**src/rtl/dmem_burst_ctrl.sv**
```systemverilog
// dmem_burst_ctrl: burst sequencer in front of the single-port datamemory.
// Streams write beats into memory and returns read words with valid/last flags.
module dmem_burst_ctrl #(
   parameter int ADDR_W = 6,
   parameter int DATA_W = 32,
   parameter int LEN_W  = 6
) (
   input  logic              clk,
   input  logic              rst_n,
   // Handshakes: a transfer happens on an edge where valid && ready are both 1;
   // rd_valid has no ready and is presented for exactly one cycle per beat.
   input  logic              cmd_valid,
   output logic              cmd_ready,
   input  logic              cmd_write,
   input  logic [ADDR_W-1:0] cmd_addr,
   input  logic [LEN_W-1:0]  cmd_len,
   input  logic              wr_valid,
   output logic              wr_ready,
   input  logic [DATA_W-1:0] wr_data,
   output logic              rd_valid,
   output logic [DATA_W-1:0] rd_data,
   output logic              rd_last,
   output logic              done,
   output logic              mem_ce,
   output logic              mem_we,
   output logic [ADDR_W-1:0] mem_address,
   output logic [DATA_W-1:0] mem_dataIn,
   input  logic [DATA_W-1:0] mem_dataOut
);

   typedef enum logic [2:0] {
      S_IDLE  = 3'd0,
      S_WRITE = 3'd1,
      S_WFIN  = 3'd2,
      S_READ  = 3'd3,
      S_DRAIN = 3'd4
   } state_t;

   localparam logic [ADDR_W-1:0] ADDR_ONE = {{(ADDR_W-1){1'b0}}, 1'b1};
   localparam logic [LEN_W-1:0]  LEN_ONE  = {{(LEN_W-1){1'b0}}, 1'b1};

   state_t            state;
   state_t            state_nxt;
   logic [ADDR_W-1:0] cur;
   logic [ADDR_W-1:0] cur_nxt;
   logic [LEN_W-1:0]  cnt;
   logic [LEN_W-1:0]  cnt_nxt;
   logic              mem_ce_nxt;
   logic              mem_we_nxt;
   logic [ADDR_W-1:0] mem_address_nxt;
   logic [DATA_W-1:0] mem_data_in_nxt;
   logic              issue_last;
   logic              issue_last_nxt;
   logic              done_nxt;
   logic              pipe_valid;
   logic              pipe_last;
   logic              cmd_fire;
   logic              wr_fire;
   logic              read_issue;
   logic              last_beat;

   assign cmd_ready  = (state == S_IDLE);
   assign wr_ready   = (state == S_WRITE);
   assign cmd_fire   = cmd_valid && cmd_ready;
   assign wr_fire    = wr_valid && wr_ready;
   assign last_beat  = (cnt == '0);
   // A read is on the memory pins whenever ce is set without we.
   assign read_issue = mem_ce && !mem_we;

   always_ff @(posedge clk) begin
      if (!rst_n) begin
         state <= S_IDLE;
      end else begin
         state <= state_nxt;
      end
   end

   always_comb begin
      state_nxt = state;
      case (state)
         S_IDLE:  if (cmd_fire) state_nxt = cmd_write ? S_WRITE : S_READ;
         S_WRITE: if (wr_fire && last_beat) state_nxt = S_WFIN;
         S_WFIN:  state_nxt = S_IDLE;
         S_READ:  if (last_beat) state_nxt = S_DRAIN;
         S_DRAIN: if (pipe_last) state_nxt = S_IDLE;
         default: state_nxt = S_IDLE;
      endcase
   end

   always_comb begin
      cur_nxt         = cur;
      cnt_nxt         = cnt;
      mem_ce_nxt      = 1'b0;
      mem_we_nxt      = 1'b0;
      mem_address_nxt = mem_address;
      mem_data_in_nxt = mem_dataIn;
      issue_last_nxt  = 1'b0;
      done_nxt        = 1'b0;
      case (state)
         S_IDLE: begin
            if (cmd_fire) begin
               cur_nxt = cmd_addr;
               cnt_nxt = cmd_len;
            end
         end
         S_WRITE: begin
            if (wr_fire) begin
               mem_ce_nxt      = 1'b1;
               mem_we_nxt      = 1'b1;
               mem_address_nxt = cur;
               mem_data_in_nxt = wr_data;
               cur_nxt         = cur + ADDR_ONE;
               cnt_nxt         = cnt - LEN_ONE;
            end
         end
         S_WFIN: begin
            done_nxt = 1'b1;
         end
         S_READ: begin
            mem_ce_nxt      = 1'b1;
            mem_address_nxt = cur;
            cur_nxt         = cur + ADDR_ONE;
            cnt_nxt         = cnt - LEN_ONE;
            issue_last_nxt  = last_beat;
         end
         S_DRAIN: begin
            // The final beat leaves the return pipe on this edge.
            done_nxt = pipe_last;
         end
         default: begin
            done_nxt = 1'b0;
         end
      endcase
   end

   always_ff @(posedge clk) begin
      if (!rst_n) begin
         cur         <= '0;
         cnt         <= '0;
         mem_ce      <= 1'b0;
         mem_we      <= 1'b0;
         mem_address <= '0;
         mem_dataIn  <= '0;
         issue_last  <= 1'b0;
         pipe_valid  <= 1'b0;
         pipe_last   <= 1'b0;
         rd_valid    <= 1'b0;
         rd_last     <= 1'b0;
         rd_data     <= '0;
         done        <= 1'b0;
      end else begin
         cur         <= cur_nxt;
         cnt         <= cnt_nxt;
         mem_ce      <= mem_ce_nxt;
         mem_we      <= mem_we_nxt;
         mem_address <= mem_address_nxt;
         mem_dataIn  <= mem_data_in_nxt;
         issue_last  <= issue_last_nxt;
         // Stage 1 marks the edge the memory drives dataOut; stage 2 captures it.
         pipe_valid  <= read_issue;
         pipe_last   <= read_issue && issue_last;
         rd_valid    <= pipe_valid;
         rd_last     <= pipe_last;
         if (pipe_valid) begin
            rd_data <= mem_dataOut;
         end
         done        <= done_nxt;
      end
   end

endmodule

```
**config.mk**
```make
export PLATFORM = sky130hd
export DESIGN_NAME = dmem_burst_ctrl
export DESIGN_NICKNAME = d
export VERILOG_FILES = /design/src/rtl/dmem_burst_ctrl.sv
export SDC_FILE = /design/constraint.sdc
export NUM_CORES = 1
export LEC_CHECK = 0
export CAP_MARGIN = 20
export CORE_ASPECT_RATIO = 1.5
export CORE_MARGIN = 5
export CORE_UTILIZATION = 42
export CTS_BUF_LIST = sky130_fd_sc_hd__clkbuf_16
export DETAILED_ROUTE_END_ITERATION = 8
export PLACE_DENSITY = 0.81
export SYNTH_ARGS = -nofsm -noshare
export SYNTH_HDL_FRONTEND = slang
export SYNTH_SLANG_ARGS = --single-unit
```
**constraint.sdc**
```tcl
create_clock -name clk -period 1.9 [get_ports clk]
set_clock_uncertainty 0.15 [all_clocks]
set_input_delay 0.475 -clock clk [delete_from_list [all_inputs] [get_ports clk]]
set_output_delay 0.475 -clock clk [all_outputs]
set_load 0.02 [all_outputs]
```
==> impl_metrics.ini <==
[sta]
finalCritPeriodShare_pct = 99.2
tightest_slew_ns = 0.378
hold_viol_final = 0
drv_slew = 0
rsz0062_at_grt = yes
final.setup.tns_ns = 0
period_minus_slack_ns = 1.89
setup_violations = 0
fmax_ghz = 0.530
slew_headroom_pct = 74.8

[worst_setup_path]
critPathKind = flop to flop
endpoint_kind = flop
cp_max_fo = 7
slowest_delay_ns = 0.38
r2r_slack_ns = 0.01
worstPathRequired_ns = 1.99
cp-start-kind = flop
path_cells = buf_4 -> or3b_4 -> buf_6 -> a21oi_4 -> a21oi_2 -> a311oi_1
reg2regPathDepth = 6
cp.arrival_ns = 1.98
cp_slowest_cell = or3b_4

[synth]
yosys_warnings = 0
yosysMostFrequentCell = dfxtp_1
syn_inst = 407
synth.avg_cell_area_um2 = 8.74
synthTopCellsByCount = dfxtp_1, nand2_1, nor2_1
synthArstFlopShare_pct = 0
yosys.area.top_type_share_pct = 52.4
ys_types = 37
synthFlopType = dfxtp_1
seq_area_frac_synth_pct = 52.4
synth_edf_count = 0
yosysTopAreaCell = dfxtp_1
syn-num-nets = 491
synth_area_um2 = 3560
synthTopCellsByArea = dfxtp_1, mux2i_1, nand2_1
synth.ff_latch_count = 93

[floorplan]
die_height_um = 123
rows = 41
die-area_um2 = 10400
initial_core_util_pct = 42.5
die_w_um = 85.1
core-area_um2 = 8360
num_io_pins = 158

[drt]
drt-wirelength-per-cell_um = 15.3
viasPerCell = 5.05
routed_wl_um = 10400
drtIter0Drc = 151
drc = 0
drt_pass1_iterations = 4
postRouteAntennaNets = 0
vias = 3456

[cells_and_area]
area_delta_synth_final_pct = 59.5
n_fill_cell = 716
layout.nets = 656
antenna_cells = 0
drive_above_1_share_pct = 10.1

[clock_tree]
cts_max_level = 3
clk_latency_ns = 0.34
numClockSinks = 93
cts_tree = built
cts_hold_buf = 0
cts_buffers = 9
clk_pin_slew_ns = 0.06
cts.path.max_buffers = 2
cts-root-buf = clkbuf_16

[global_route]
grt_pass1_wl_um = 16300
grt_overflow = 0
grt_max_degree = 43
grt_pass1_vias = 3347
antenna_found_initial = 0
grt.total_usage_pct = 19.7

[placement]
placement.io_buffers = 157
dp_hpwl_um = 8080
routabilityCongestion = 0.871

[pwr]
p_per_area_nw_per_um2 = 860
vdd_drop_max_v = 0.000596
power.total_mw = 4.87
power_leakage_nw = 2.45

[worst_hold_path]
hp-class = flop to flop
hold_depth = 1

[status]
outcome = finished, final reports clean

[run]
maxCapViolCount = 0
## report_power, final
part / switching (mW) / total (mW) / internal [mW] / leakage [nW]
combinational: 0.441 / 0.882 / 0.441 / 1.55
clock: 0.720 / 1.86 / 1.14 / 0.151
sequential: 0.0771 / 2.13 / 2.05 / 0.756
## layer usage
layer  wire length (um)  vias up  track usage [%]
li1                   -     1712                -
met1               3830     1589             19.8
met2               5650      126             36.8
met3                537       29             4.77
met4                414        0             10.7
met5                  0        -                0
## placed cells by master, fill, tap and decap left out, types with 4 or more instances in the layout
cell / instances
a21oi_1: 46
and2_1: 4
and3_1: 4
buf_12: 5
buf_4: 19
clkbuf_16: 9
clkdlybuf4s50_1: 79
dfxtp_1: 90
dlygate4sd2_1: 74
mux2i_1: 34
nand2_1: 86
nand3_1: 5
nor2_1: 48
nor3_1: 6
o211ai_1: 4
o21ai_0: 4
## worst paths after layout
path                              start               endpoint
setup / recovery  state[1]$_SDFFE_PN0P_    cur[0]$_SDFFE_PN0P_
hold / removal        mem_we$_SDFF_PN0_  pipe_valid$_SDFF_PN0_
setup reg to reg  state[1]$_SDFFE_PN0P_    cur[0]$_SDFFE_PN0P_
hold reg to reg       mem_we$_SDFF_PN0_  pipe_valid$_SDFF_PN0_
## final cells by class
| type | count | area, um2 | share of cell area (%) |
|---|---|---|---|
| Sequential cell | 93 | 1870 | 32.9 |
| Timing Repair Buffer | 182 | 1730 | 30.6 |
| Multi-Input combinational cell | 282 | 1610 | 28.3 |
| Clock buffer | 9 | 225 | 3.97 |
| Tap cell | 107 | 134 | 2.36 |
| Clock inverter | 7 | 90.1 | 1.59 |
| Inverter | 4 | 15.0 | 0.265 |
## per-stage QoR
stage / utilization, % / hold slack, ns / setup slack (ns) / std cells / instance area (um2)
final: 67.8 / 0.262 / 0.0149 / 684 / 5670
after floorplan: - / 0.256 / 0.180 / 407 / 3560
after global routing: 67.8 / 0.291 / -0.0571 / 684 / 5670
after CTS: 67.4 / 0.277 / -0.00687 / 684 / 5640
after global placement: 64.6 / 0.263 / -0.313 / 668 / 5400
after detailed placement: 64.6 / 0.272 / -0.389 / 668 / 5400
## cell families after synthesis
| family | Yosys count | share of synthesized area (%) |
|---|---|---|
| multiplexers | 34 | 9.57 |
| adder cells (fa/ha/maj) | 3 | 1.06 |
| buffers and inverters | 32 | 4.12 |
| flip-flops | 93 | 52.4 |
| AO/OA/AOI/OAI | 77 | 12.8 |
| AND/OR/NAND/NOR | 168 | 20.1 |
## worst max-delay path, delay by kind of cell, from the launching register on
| kind | cells | cell delay, ns |
|---|---|---|
| AOI/OAI and AO/OA | 3 | 0.60 |
| buffers and inverters | 2 | 0.29 |
| and+or+nand+nor | 1 | 0.38 |
| DFF | 1 | 0.35 |
## registers in the layout, summed over array words and instances, names as in the netlist
name and flops:
issue_last 1, state 3, cnt 6, rd_data 32, mem_address 6, pipe_last 1, done 1, mem_we 1
rd_last 1, pipe_valid 1, rd_valid 1, mem_ce 1, mem_dataIn 32, cur 6
## repair_timing
action	in CTS	in global routing
gates resized for setup	83	13
buffers inserted	0	0
pin swaps	3	6
endpoints found under the setup margin	78	15
(Power assumes the default switching activity.)
==> RTL edit 1: new RTL, same settings <==
Take the reset off `mem_dataIn` and load it in a clocked block of its own.
--- a/src/rtl/dmem_burst_ctrl.sv
+++ b/src/rtl/dmem_burst_ctrl.sv
@@ -140,7 +140,6 @@
          mem_ce      <= 1'b0;
          mem_we      <= 1'b0;
          mem_address <= '0;
-         mem_dataIn  <= '0;
          issue_last  <= 1'b0;
          pipe_valid  <= 1'b0;
          pipe_last   <= 1'b0;
@@ -154,7 +153,6 @@
          mem_ce      <= mem_ce_nxt;
          mem_we      <= mem_we_nxt;
          mem_address <= mem_address_nxt;
-         mem_dataIn  <= mem_data_in_nxt;
          issue_last  <= issue_last_nxt;
          // Stage 1 marks the edge the memory drives dataOut; stage 2 captures it.
          pipe_valid  <= read_issue;
@@ -168,5 +166,9 @@
       end
    end
 
+   always_ff @(posedge clk) begin
+      mem_dataIn <= mem_data_in_nxt;
+   end
+
 endmodule
 
Function: differs if rst_n is asserted again (counterexample within 4 cycles, from zero or initial values and one cycle with rst_n low); with rst_n held inactive, the same outputs for 10 cycles.
==> RTL edit 1 against the unedited design <==
Wire length shrank 3.6%; total power fell by 0.27%; sequential cell count unchanged; worst setup slack improved by 0.022 ns; sequential power increased by 5%; highest routed layer unchanged; area after synthesis decreased by 0.14%; register-to-register slack gained 0.09 ns; cell area fell by 0.24%.
==> RTL edit 1: results (changes against the unedited design) <==
[worst_setup_path]
reg2reg_depth=7  ; was 6
reg2reg_from=state[0]  ; was state[1]
slowest_delay_ns=0.59  ; was 0.38 ns

[power_and_ir_drop]
leakage_uw=0.00245  ; about the same
p_clk_share_pct=37.5  ; was 38.2%
ir_drop_mv=0.580  ; was 0.596 mV
p_sw_share_pct=23.5  ; was 25.4%

[sta]
finalCritPeriodShare_pct=98.1  ; was 99.2%
hold_ws_ns=0.257  ; was 0.262 ns
tightest_slew_ns=0.392  ; was 0.378 ns

[detailed_routing]
drtIter0Drc=123  ; was 151

[global_route]
grt_pass1_wl_um=15100  ; was 16300 um
grt_use_total_pct=18.8  ; was 19.7%

[logic_synthesis]
synthTopCellsByCount=dfxtp_1, nor2b_1, mux2i_1, edfxtp_1, nand2_1  ; was dfxtp_1, nand2_1, nor2_1, a21oi_1, mux2i_1
synth_nets=389  ; was 491
synth_edf_count=32  ; was 0

[finish]
n_fill_cell=633  ; was 716
nets=561  ; was 656
multi_input_cells=191  ; was 282
seq_share_pct=38.6  ; was 32.9%

[placement]
place_area_um2=5340  ; was 5400 um2
dp_hpwl_um=7600  ; was 8080 um
gp_congestion=0.834  ; was 0.871
pre_cts_slack_ns=-0.330  ; was -0.389 ns

[run_status]
status=completed  ; unchanged

[RTL edit 1: cell types whose count changed after synthesis, sizes merged, moves of 7 or more]
| cell | before | now |
|---|---|---|
| nor2b | 2 | 35 |
| a21boi | 0 | 7 |
| edfxtp | 0 | 32 |
| dfxtp | 93 | 61 |
| nor2 | 49 | 14 |
| nand2 | 87 | 23 |
| a21oi | 48 | 10 |
[RTL edit 1: what timing repair did]
item | CTS | global route
buffers inserted | 0 | 4
pin swaps | 0 | 1
endpoints found under the setup margin | 55 | 32
resized for setup | 55 | 26
[RTL edit 1: cell families after synthesis]
logic type / after synthesis / synth area share, %
muxes: 33 / 9.30
buffers and inverters: 21 / 2.82
DFF: 93 / 61.5
adders and majority gates: 3 / 1.06
and+or+nand+nor: 108 / 16.5
AOI/OAI and AO/OA: 47 / 8.84
[RTL edit 1: routing by layer]
metal | track usage [%] | share of wire (%)
met1 | 21.0 | 38
met5 | 0 | 0
met2 | 34.0 | 52
met4 | 5.84 | 1.4
met3 | 5.57 | 8.8
==> RTL edit 2: new RTL, same flow settings <==
Made on the original files. `ADDR_W`: 6 -> 7.
--- a/src/rtl/dmem_burst_ctrl.sv
+++ b/src/rtl/dmem_burst_ctrl.sv
@@ -1,7 +1,7 @@
 // dmem_burst_ctrl: burst sequencer in front of the single-port datamemory.
 // Streams write beats into memory and returns read words with valid/last flags.
 module dmem_burst_ctrl #(
-   parameter int ADDR_W = 6,
+   parameter int ADDR_W = 7,
    parameter int DATA_W = 32,
    parameter int LEN_W  = 6
 ) (
Interface: changed (resized cmd_addr and mem_address); port bits go from 158 to 160. The function was not compared with the original's and may differ.
==> RTL edit 2 against the unedited design <==
Wire length grew 9.4%; cell area up 3.1%; area after synthesis grew 10%; sequential cell count up 2; total power grew 5.0%; worst setup slack better by 0.093 ns; core utilization decreased by 4.3 points.
==> RTL edit 2: results (changes against the unedited design) <==
[finish]
fin_cells=701  ; was 684
n_fill_cell=795  ; was 716
drive_gt1_share_pct=9.34  ; was 10.1%
nets=669  ; was 656

[worst_setup_path]
critPathSlowestCell=dfxtp_1  ; was or3b_4
reg2reg_from=cnt[0]  ; was state[1]
cp.arrival_ns=1.17  ; was 1.98 ns
crit_end=wr_ready  ; was cur[0]
reg2reg_depth=5  ; was 6
critical-path-top-delay-family=flip-flops  ; was compound AO/OA/AOI/OAI gates
r2r_end=cnt[4]  ; was cur[0]
worstPathMaxFanout=5  ; was 7

[sta]
tightest_slew_ns=0.513  ; was 0.378 ns
hold_ws_ns=0.262  ; about the same
period_needed_ns=1.79  ; was 1.89 ns

[detailed_routing]
drtIter0Drc=113  ; was 151
via_per_inst=5.28  ; was 5.05
wl_met2_um=6190  ; was 5650 um
wl_met1_um=4110  ; was 3830 um
wl_met3_um=583  ; was 537 um

[logic_synthesis]
ys_seq_area_share_pct=48.6  ; was 52.4%
synth_cell_types=59  ; was 37
synthTopCellsByCount=dfxtp_1, nand2_1, a21oi_1, nor2_1, mux2i_1  ; was dfxtp_1, nand2_1, nor2_1, a21oi_1, mux2i_1
synthTopCellsByArea=dfxtp_1, mux2i_1, nand2_1, a21oi_1, nor2_1  ; unchanged
synth_seq_cells=95  ; was 93

[placement]
pre_cts_slack_ns=-0.230  ; was -0.389 ns
place_area_um2=5660  ; was 5400 um2
gp_congestion=0.833  ; was 0.871
placed_cells=685  ; was 668
dp_hpwl_um=8560  ; was 8080 um

[run_status]
status=completed  ; unchanged

[power_and_ir_drop]
p_clk_share_pct=32.2  ; was 38.2%
p_seq_share_pct=43.8  ; was 43.7%
ir_drop_mv=0.534  ; was 0.596 mV
p_seq_uw=2240  ; was 2130 uW

[global_route]
grt_pass1_vias=3784  ; was 3347
met3_usage_pct=3.47  ; was 4.77%
use_met2_pct=35.4  ; was 36.8%
grt_pass1_wl_um=17800  ; was 16300 um
met1_usage_pct=21.6  ; was 19.8%

==> RTL edit 2: cells by family (layout without fill, tap and decap cells) <==
| family | Yosys count | after routing | synth area share, % |
|---|---|---|---|
| AND/OR/NAND/NOR | 160 | 160 | 20.3 |
| flip-flops | 95 | 95 | 48.6 |
| multiplexers | 34 | 34 | 8.69 |
| AO/OA/AOI/OAI | 93 | 93 | 15.8 |
| adder cells (fa/ha/maj) | 3 | 3 | 0.959 |
| buffers and inverters | 42 | 204 | 5.72 |
==> RTL edit 2: cell type report <==
| type | instances | share of cell area [%] |
|---|---|---|
| Clock buffer | 9 | 3.85 |
| Tap cell | 112 | 2.40 |
| Inverter | 8 | 0.556 |
| Clock inverter | 7 | 0.813 |
| Sequential cell | 95 | 32.5 |
| Multi-Input combinational cell | 290 | 30.7 |
| Timing Repair Buffer | 180 | 29.1 |
